[src/rtl/pc_fetch_pkg.sv]
// Shared definitions for the fetch controller: FSM state encoding,
// default reset/exception PCs, the sequential PC increment and the
// buffered {pc, instr} entry type.
package pc_fetch_pkg;

    typedef enum logic {
        ST_REQ  = 1'b0,   // normal fetch, responses are kept
        ST_DROP = 1'b1    // outstanding response belongs to a squashed path
    } fetch_state_e;

    localparam logic [31:0] RESET_PC_DEF   = 32'h0000_3000;
    localparam logic [31:0] EXC_VECTOR_DEF = 32'h0000_4180;
    localparam logic [31:0] PC_INC         = 32'd4;

    typedef struct packed {
        logic [31:0] pc;
        logic [31:0] instr;
    } fetch_entry_t;

    // Instruction addresses are word aligned; the low two bits are dropped.
    function automatic logic [31:0] word_align(input logic [31:0] addr);
        return addr & ~32'h0000_0003;
    endfunction

endpackage

[src/rtl/pc_fetch_ctrl_if.sv]
// Fetch-side bus: instruction-memory request/response, IF->ID buffer head
// and the ID redirect path. The exc_req/eret_req/epc members exist only
// when PC_EXC_VECTOR_EN is defined.
interface pc_fetch_ctrl_if;
    logic [31:0] pc;
    logic        imem_req;
    logic [31:0] imem_addr;
    logic        imem_ready;
    logic [31:0] imem_rdata;
    logic        if_valid;
    logic [31:0] if_instr;
    logic [31:0] if_pc;
    logic        id_ready;
    logic        redirect_valid;
    logic [31:0] redirect_pc;
`ifdef PC_EXC_VECTOR_EN
    logic        exc_req;
    logic        eret_req;
    logic [31:0] epc;

    modport master (
        output pc, imem_req, imem_addr, if_valid, if_instr, if_pc,
        input  imem_ready, imem_rdata, id_ready, redirect_valid, redirect_pc,
               exc_req, eret_req, epc
    );
    modport slave (
        input  pc, imem_req, imem_addr, if_valid, if_instr, if_pc,
        output imem_ready, imem_rdata, id_ready, redirect_valid, redirect_pc,
               exc_req, eret_req, epc
    );
`else
    modport master (
        output pc, imem_req, imem_addr, if_valid, if_instr, if_pc,
        input  imem_ready, imem_rdata, id_ready, redirect_valid, redirect_pc
    );
    modport slave (
        input  pc, imem_req, imem_addr, if_valid, if_instr, if_pc,
        output imem_ready, imem_rdata, id_ready, redirect_valid, redirect_pc
    );
`endif
endinterface

[src/rtl/pc_fetch_ctrl_fetch_buf.sv]
// fetch_buf: 2-entry {pc, instr} FIFO between fetch and ID. The head is
// visible combinationally; push and pop may happen in the same cycle, and
// flush empties the buffer (an entry popped in that cycle still leaves).
module fetch_buf
    import pc_fetch_pkg::*;
(
    input  logic         clk,
    input  logic         reset,
    input  logic         push,
    input  fetch_entry_t push_entry,
    input  logic         pop,
    input  logic         flush,
    output logic         valid,
    output fetch_entry_t head,
    output logic [1:0]   count
);

    fetch_entry_t slot0;
    fetch_entry_t slot1;
    logic [1:0]   cnt;

    // Storage and occupancy update; slot0 is always the head.
    always_ff @(posedge clk or posedge reset) begin
        // NOTE: storage is reset too, so the head reads as zero out of reset.
        if (reset) begin
            cnt   <= 2'd0;
            slot0 <= '0;
            slot1 <= '0;
        end else if (flush) begin
            cnt <= 2'd0;
        end else begin
            case ({push, pop})
                2'b10: begin
                    if (cnt == 2'd0) slot0 <= push_entry;
                    else             slot1 <= push_entry;
                    cnt <= cnt + 2'd1;
                end
                2'b01: begin
                    slot0 <= slot1;
                    cnt   <= cnt - 2'd1;
                end
                2'b11: begin
                    if (cnt == 2'd1) begin
                        slot0 <= push_entry;
                    end else begin
                        slot0 <= slot1;
                        slot1 <= push_entry;
                    end
                end
                default: ;
            endcase
        end
    end

    assign valid = (cnt != 2'd0);
    assign head  = slot0;
    assign count = cnt;

endmodule

[src/rtl/pc_fetch_ctrl.sv]
// pc_fetch_ctrl: owns the fetch PC, issues instruction-memory requests,
// buffers returned instructions for ID and applies ID redirects with a
// single MIPS delay slot. Defining PC_EXC_VECTOR_EN adds exception entry
// (EXC_VECTOR) and eret (epc) redirects that override everything else.
module pc_fetch_ctrl
    import pc_fetch_pkg::*;
#(
    parameter logic [31:0] RESET_PC   = RESET_PC_DEF
`ifdef PC_EXC_VECTOR_EN
   ,parameter logic [31:0] EXC_VECTOR = EXC_VECTOR_DEF
`endif
)(
    input  logic            clk,
    input  logic            reset,
    pc_fetch_ctrl_if.master bus
);

    fetch_state_e state_q, state_d;
    logic [31:0]  pc_q, pc_d;
    logic         pending_q, pending_d;
    logic [31:0]  target_q, target_d;

    logic         buf_push, buf_pop, buf_flush, buf_valid;
    fetch_entry_t buf_head;
    logic [1:0]   buf_count;

    logic         req, resp, redirect_acc, trap_take;
    logic [31:0]  redirect_target, trap_pc;

    fetch_buf u_buf (
        .clk        (clk),
        .reset      (reset),
        .push       (buf_push),
        .push_entry ({pc_q, bus.imem_rdata}),
        .pop        (buf_pop),
        .flush      (buf_flush),
        .valid      (buf_valid),
        .head       (buf_head),
        .count      (buf_count)
    );

    // A request stays up while a squashed response is still owed, otherwise
    // only while the buffer has room for what comes back.
    assign req             = (state_q == ST_DROP) || (buf_count < 2'd2);
    assign resp            = req && bus.imem_ready;
    assign redirect_acc    = bus.redirect_valid && bus.id_ready;
    assign redirect_target = word_align(bus.redirect_pc);

`ifdef PC_EXC_VECTOR_EN
    assign trap_take = bus.exc_req || bus.eret_req;
    assign trap_pc   = bus.exc_req ? EXC_VECTOR : word_align(bus.epc);
`else
    assign trap_take = 1'b0;
    assign trap_pc   = '0;
`endif

    // State, PC and pending-redirect registers.
    always_ff @(posedge clk or posedge reset) begin
        // NOTE: non-blocking assignments keep every register updating from pre-edge values.
        if (reset) begin
            state_q   <= ST_REQ;
            pc_q      <= RESET_PC;
            pending_q <= 1'b0;
            target_q  <= '0;
        end else begin
            state_q   <= state_d;
            pc_q      <= pc_d;
            pending_q <= pending_d;
            target_q  <= target_d;
        end
    end

    // Next-state, next-PC and buffer controls for one fetch cycle.
    always_comb begin
        // NOTE: every output gets a default first so no path can infer a latch.
        state_d   = state_q;
        pc_d      = pc_q;
        pending_d = pending_q;
        target_d  = target_q;
        buf_push  = 1'b0;
        buf_pop   = 1'b0;
        buf_flush = 1'b0;

        if (trap_take) begin
            buf_flush = 1'b1;
            pending_d = 1'b0;
            pc_d      = trap_pc;
            state_d   = (req && !bus.imem_ready) ? ST_DROP : ST_REQ;
        end else if (redirect_acc && buf_valid) begin
            // Head leaves as the delay slot; everything younger is squashed,
            // including a response arriving this same cycle.
            buf_pop   = 1'b1;
            buf_flush = 1'b1;
            pending_d = 1'b0;
            pc_d      = redirect_target;
            state_d   = (req && !bus.imem_ready) ? ST_DROP : ST_REQ;
        end else begin
            buf_pop = buf_valid && bus.id_ready;
            if (state_q == ST_DROP) begin
                if (resp) state_d = ST_REQ;
            end else if (resp) begin
                buf_push  = 1'b1;
                pc_d      = pending_q ? target_q : pc_q + PC_INC;
                pending_d = 1'b0;
            end
            if (redirect_acc) begin
                // Buffer empty: the delay slot is the next kept response.
                if (state_q == ST_REQ && resp) begin
                    pc_d = redirect_target;
                end else begin
                    pending_d = 1'b1;
                    target_d  = redirect_target;
                end
            end
        end
    end

    assign bus.pc        = pc_q;
    assign bus.imem_addr = pc_q;
    assign bus.imem_req  = req && !reset;
    assign bus.if_valid  = buf_valid;
    assign bus.if_pc     = buf_head.pc;
    assign bus.if_instr  = buf_head.instr;

endmodule

[src/flat_wrapper.sv]
// flat-port wrapper written by rule: the top's interface ports become plain ports
module pc_fetch_ctrl_flat import pc_fetch_pkg::*;
#(
    parameter logic [31:0] RESET_PC   = RESET_PC_DEF

)
  (clk, reset, bus_pc, bus_imem_req, bus_imem_addr, bus_if_valid, bus_if_instr, bus_if_pc, bus_imem_ready, bus_imem_rdata, bus_id_ready, bus_redirect_valid, bus_redirect_pc);
  pc_fetch_ctrl_if bus_i ();
  input  logic clk;
  input  logic reset;
  output wire logic [$bits(bus_i.pc)-1:0] bus_pc;
  output wire logic [$bits(bus_i.imem_req)-1:0] bus_imem_req;
  output wire logic [$bits(bus_i.imem_addr)-1:0] bus_imem_addr;
  output wire logic [$bits(bus_i.if_valid)-1:0] bus_if_valid;
  output wire logic [$bits(bus_i.if_instr)-1:0] bus_if_instr;
  output wire logic [$bits(bus_i.if_pc)-1:0] bus_if_pc;
  input wire logic [$bits(bus_i.imem_ready)-1:0] bus_imem_ready;
  input wire logic [$bits(bus_i.imem_rdata)-1:0] bus_imem_rdata;
  input wire logic [$bits(bus_i.id_ready)-1:0] bus_id_ready;
  input wire logic [$bits(bus_i.redirect_valid)-1:0] bus_redirect_valid;
  input wire logic [$bits(bus_i.redirect_pc)-1:0] bus_redirect_pc;
  assign bus_pc = bus_i.pc;
  assign bus_imem_req = bus_i.imem_req;
  assign bus_imem_addr = bus_i.imem_addr;
  assign bus_if_valid = bus_i.if_valid;
  assign bus_if_instr = bus_i.if_instr;
  assign bus_if_pc = bus_i.if_pc;
  assign bus_i.imem_ready = bus_imem_ready;
  assign bus_i.imem_rdata = bus_imem_rdata;
  assign bus_i.id_ready = bus_id_ready;
  assign bus_i.redirect_valid = bus_redirect_valid;
  assign bus_i.redirect_pc = bus_redirect_pc;
  pc_fetch_ctrl #(.RESET_PC(RESET_PC)) u_core (.clk(clk), .reset(reset), .bus(bus_i));
endmodule
[config.mk]
export PLATFORM = sky130hd
export DESIGN_NAME = pc_fetch_ctrl_flat
export DESIGN_NICKNAME = d
export VERILOG_FILES = /design/src/rtl/pc_fetch_pkg.sv /design/src/rtl/pc_fetch_ctrl_if.sv /design/src/rtl/pc_fetch_ctrl_fetch_buf.sv /design/src/rtl/pc_fetch_ctrl.sv /design/src/flat_wrapper.sv
export SDC_FILE = /design/constraint.sdc
export NUM_CORES = 1
export LEC_CHECK = 0
export ABC_AREA = 1
export CAP_MARGIN = 30
export CELL_PAD_IN_SITES_DETAIL_PLACEMENT = 1
export CELL_PAD_IN_SITES_GLOBAL_PLACEMENT = 1
export CORE_UTILIZATION = 38
export DETAILED_ROUTE_END_ITERATION = 10
export PLACE_DENSITY = 0.87
export RECOVER_POWER = 50
export SYNTH_ARGS = -nofsm -noshare
export SYNTH_HDL_FRONTEND = slang
export SYNTH_HIERARCHICAL = 1
export SYNTH_SLANG_ARGS = --single-unit
[constraint.sdc]
create_clock -name clk -period 5.25 [get_ports clk]
set_input_delay 1.3125 -clock clk [delete_from_list [all_inputs] [get_ports clk]]
set_output_delay 1.3125 -clock clk [all_outputs]
set_load 0.05 [all_outputs]
==> impl_metrics.yaml <==
run_status:
  status: "complete, but fails checks"
  violations: "capacitance limit, slew limit"
clock_network:
  cts_tree: "yes"
  cts-resized-gates: 0
  cts-hold-fix-buffers: 0
  cts_sinks: 194
  post-cts-setup-buffers: 0
  clk_pin_slew_ns: 0.07
  cts_buffers: 17
  htree_num_levels: 4
  clk_latency_ns: 0.44
  clock-root-buffer: "clkbuf_16"
  cts.path.max_buffers: 2
grt:
  grt_first_pass_wirelength_mm: 56.5
  track_usage_pct: 25.3
  grt_pass1_vias: 10610
  overflow: 0
  grt_start_max_net_pins: 83
  antenna_found_initial: 0
worst_setup_path:
  end_kind: "register"
  required_ns: 5.62
  cp_data_arrival_time_ns: 4.75
  setup.worst_path.start_class: "input pin"
  path_max_fanout: 64
  critical_path_class: "in -> reg"
synthesis:
  ys_seq_area_share_pct: 46.2
  synth_cells: 1416
  syn-num-nets: 1489
  yosys_warnings: 6
  ys_types: 35
  syn_area_um2: 10500
  ys_ff_latch: 194
  avgSynthCellArea_um2: 7.42
floorplan:
  io_pins: 199
  rows: 60
  initial_utilization_pct: 38.9
  die_area_um2: 28300
  core-area_um2: 27000
  die_h_um: 168
  die_w_um: 168
timing:
  maxSlewHeadroom_pct: -8.78
  worst_pin_slew_ns: 1.63
  skew_ns: 0.0134
  rsz0062_at_grt: "no"
  clock.fmax_mhz: 228
  setup_viol: 0
  setup_tns_ns: 0
  fin_crit_sh_pct: 83.4
  whs_ns: 0.464
  drv_slew: 28
  hold_viol: 0
  min_period_ns: 4.38
power:
  powerDensity_nw_per_um2: 723
  peakVddDrop_mv: 0.375
  p_leak_nw: 6.53
route:
  wl_per_cell_um: 18.3
  drc: 0
  drtAntennaViolNets: 0
  viasPerCell: 5.27
  drtIter0Drc: 844
  first_pass_iters: 5
  vias: 10009
  finalWirelength_mm: 34.8
flow_run:
  cap_violations: 2
layout:
  drive_gt1_share_pct: 4.50
  fin_nets: 1617
  syn_to_final_growth_pct: 24.3
  antenna_cells: 0
worst_hold_path:
  hold_class: "reg -> reg"
placed_design:
  hpwl_mm: 22.6
  gp_congestion: 0.854
  port_buffers: 196
-- cell type report --
class / count / area [um^2]
multi-input combinational: 972 / 4480
inverter: 144 / 546
tap: 341 / 427
clock buffer: 18 / 429
fill: 3340 / 14000
clock inverter: 14 / 165
timing repair buffer: 215 / 2160
sequential: 194 / 4860
-- sequential cells by signal (all words and copies together), names as in the netlist --
name	flops
u_core/bus.imem_addr	32
u_core/pending_q	1
u_core/state_q	1
u_core/target_q	30
u_core/u_buf/count	2
u_core/u_buf/head	64
u_core/u_buf/slot1	64
-- critical path, cell delays in order --
cell and delay [ns]:
clkdlybuf4s50_1 0.50, nand2_2 0.21, inv_1 0.68, nand2_1 0.49
nand2_1 0.25, inv_2 0.22, nand3_2 0.17, buf_4 0.61
nand3_1 0.18, nand2_1 0.12
-- final timing paths --
check	from	to	slack (ns)	cells past startpoint
setup / recovery	bus_id_ready	u_core/u_buf/slot1[37]	0.87	10
hold / removal	u_core/u_buf/slot1[58]	u_core/u_buf/slot1[58]	0.46	2
setup reg to reg	u_core/u_buf/count[1]	u_core/u_buf/slot1[22]	2.04	11
hold reg to reg	u_core/u_buf/slot1[58]	u_core/u_buf/slot1[58]	0.46	2
max in group asynchronous	reset	u_core/bus.imem_addr[24]	1.18	3
min in group asynchronous	reset	u_core/u_buf/slot1[38]	1.56	2
-- per-stage QoR --
| stage | instance area [um^2] | setup WS [ns] | cells | total power (W) | util (%) |
|---|---|---|---|---|---|
| floorplan | 10500 | 0.468 | 1416 | 0.00644 | - |
| finish | 13100 | 0.869 | 1898 | 0.00945 | 48.3 |
| global placement | 12500 | 1.02 | 1866 | 0.00798 | 46.2 |
| CTS | 13100 | 1.08 | 1898 | 0.00958 | 48.4 |
| detailed placement | 12500 | 0.923 | 1866 | 0.00815 | 46.2 |
| global route | 13100 | 0.628 | 1898 | 0.0100 | 48.3 |
-- synthesized netlist by cell type (all sizes together) --
cell type,instances,area share [%]
dlygate4sd1,1,0.083
nand3,165,7.9
o22ai,16,0.95
nand4,3,0.18
ha,4,0.48
nand3b,64,4.6
a31oi,1,0.060
nor3,2,0.20
dfstp,2,0.50
dfrtp,192,46
a21oi,54,2.7
inv,144,5.1
xnor2,4,0.33
clkbuf,16,0.86
nand2,516,19
o211ai,3,0.21
xor2,4,0.33
o21ai,57,2.7
o221ai,1,0.083
buf,89,5.1
a22oi,6,0.43
o21bai,2,0.14
nor2,70,2.7
-- placed cells by master, fill, tap and decap left out, types with 5 or more instances in the layout --
cell / Yosys / layout
buf_12: 0 / 5
dlygate4sd3_1: 0 / 60
nand2_1: 510 / 510
nand3b_1: 64 / 64
nor2_1: 65 / 64
a21oi_1: 53 / 53
clkdlybuf4s50_1: 0 / 136
nand2_2: 5 / 6
clkbuf_16: 0 / 17
o22ai_1: 16 / 16
a22oi_1: 6 / 6
inv_2: 5 / 5
dfrtp_1: 192 / 192
inv_1: 139 / 138
o21ai_0: 41 / 41
inv_6: 0 / 7
o21ai_1: 16 / 16
buf_4: 32 / 11
nand3_1: 165 / 164
-- routing by layer --
metal  global-route usage, %  share of wire (%)
met4                    8.02                2.2
met3                    4.14                5.2
met2                    42.8                 48
met1                    33.0                 44
met5                       0                  0
-- where the power goes --
group | internal [W] | leakage, nW | switching, W
combinational | 0.00161 | 3.85 | 0.00360
clock | 0.000723 | 0.296 | 0.000657
sequential | 0.00219 | 2.38 | 0.000674
-- cell families after synthesis --
family          after synthesis  synth area share, %
flops                       194                 46.2
buf+inv                     250                 11.2
xor+xnor                      8                0.667
simple gates                820                 34.2
fa+ha+maj                     4                0.476
compound gates              140                 7.28
Note: power is estimated with default switching activity, not from simulation.
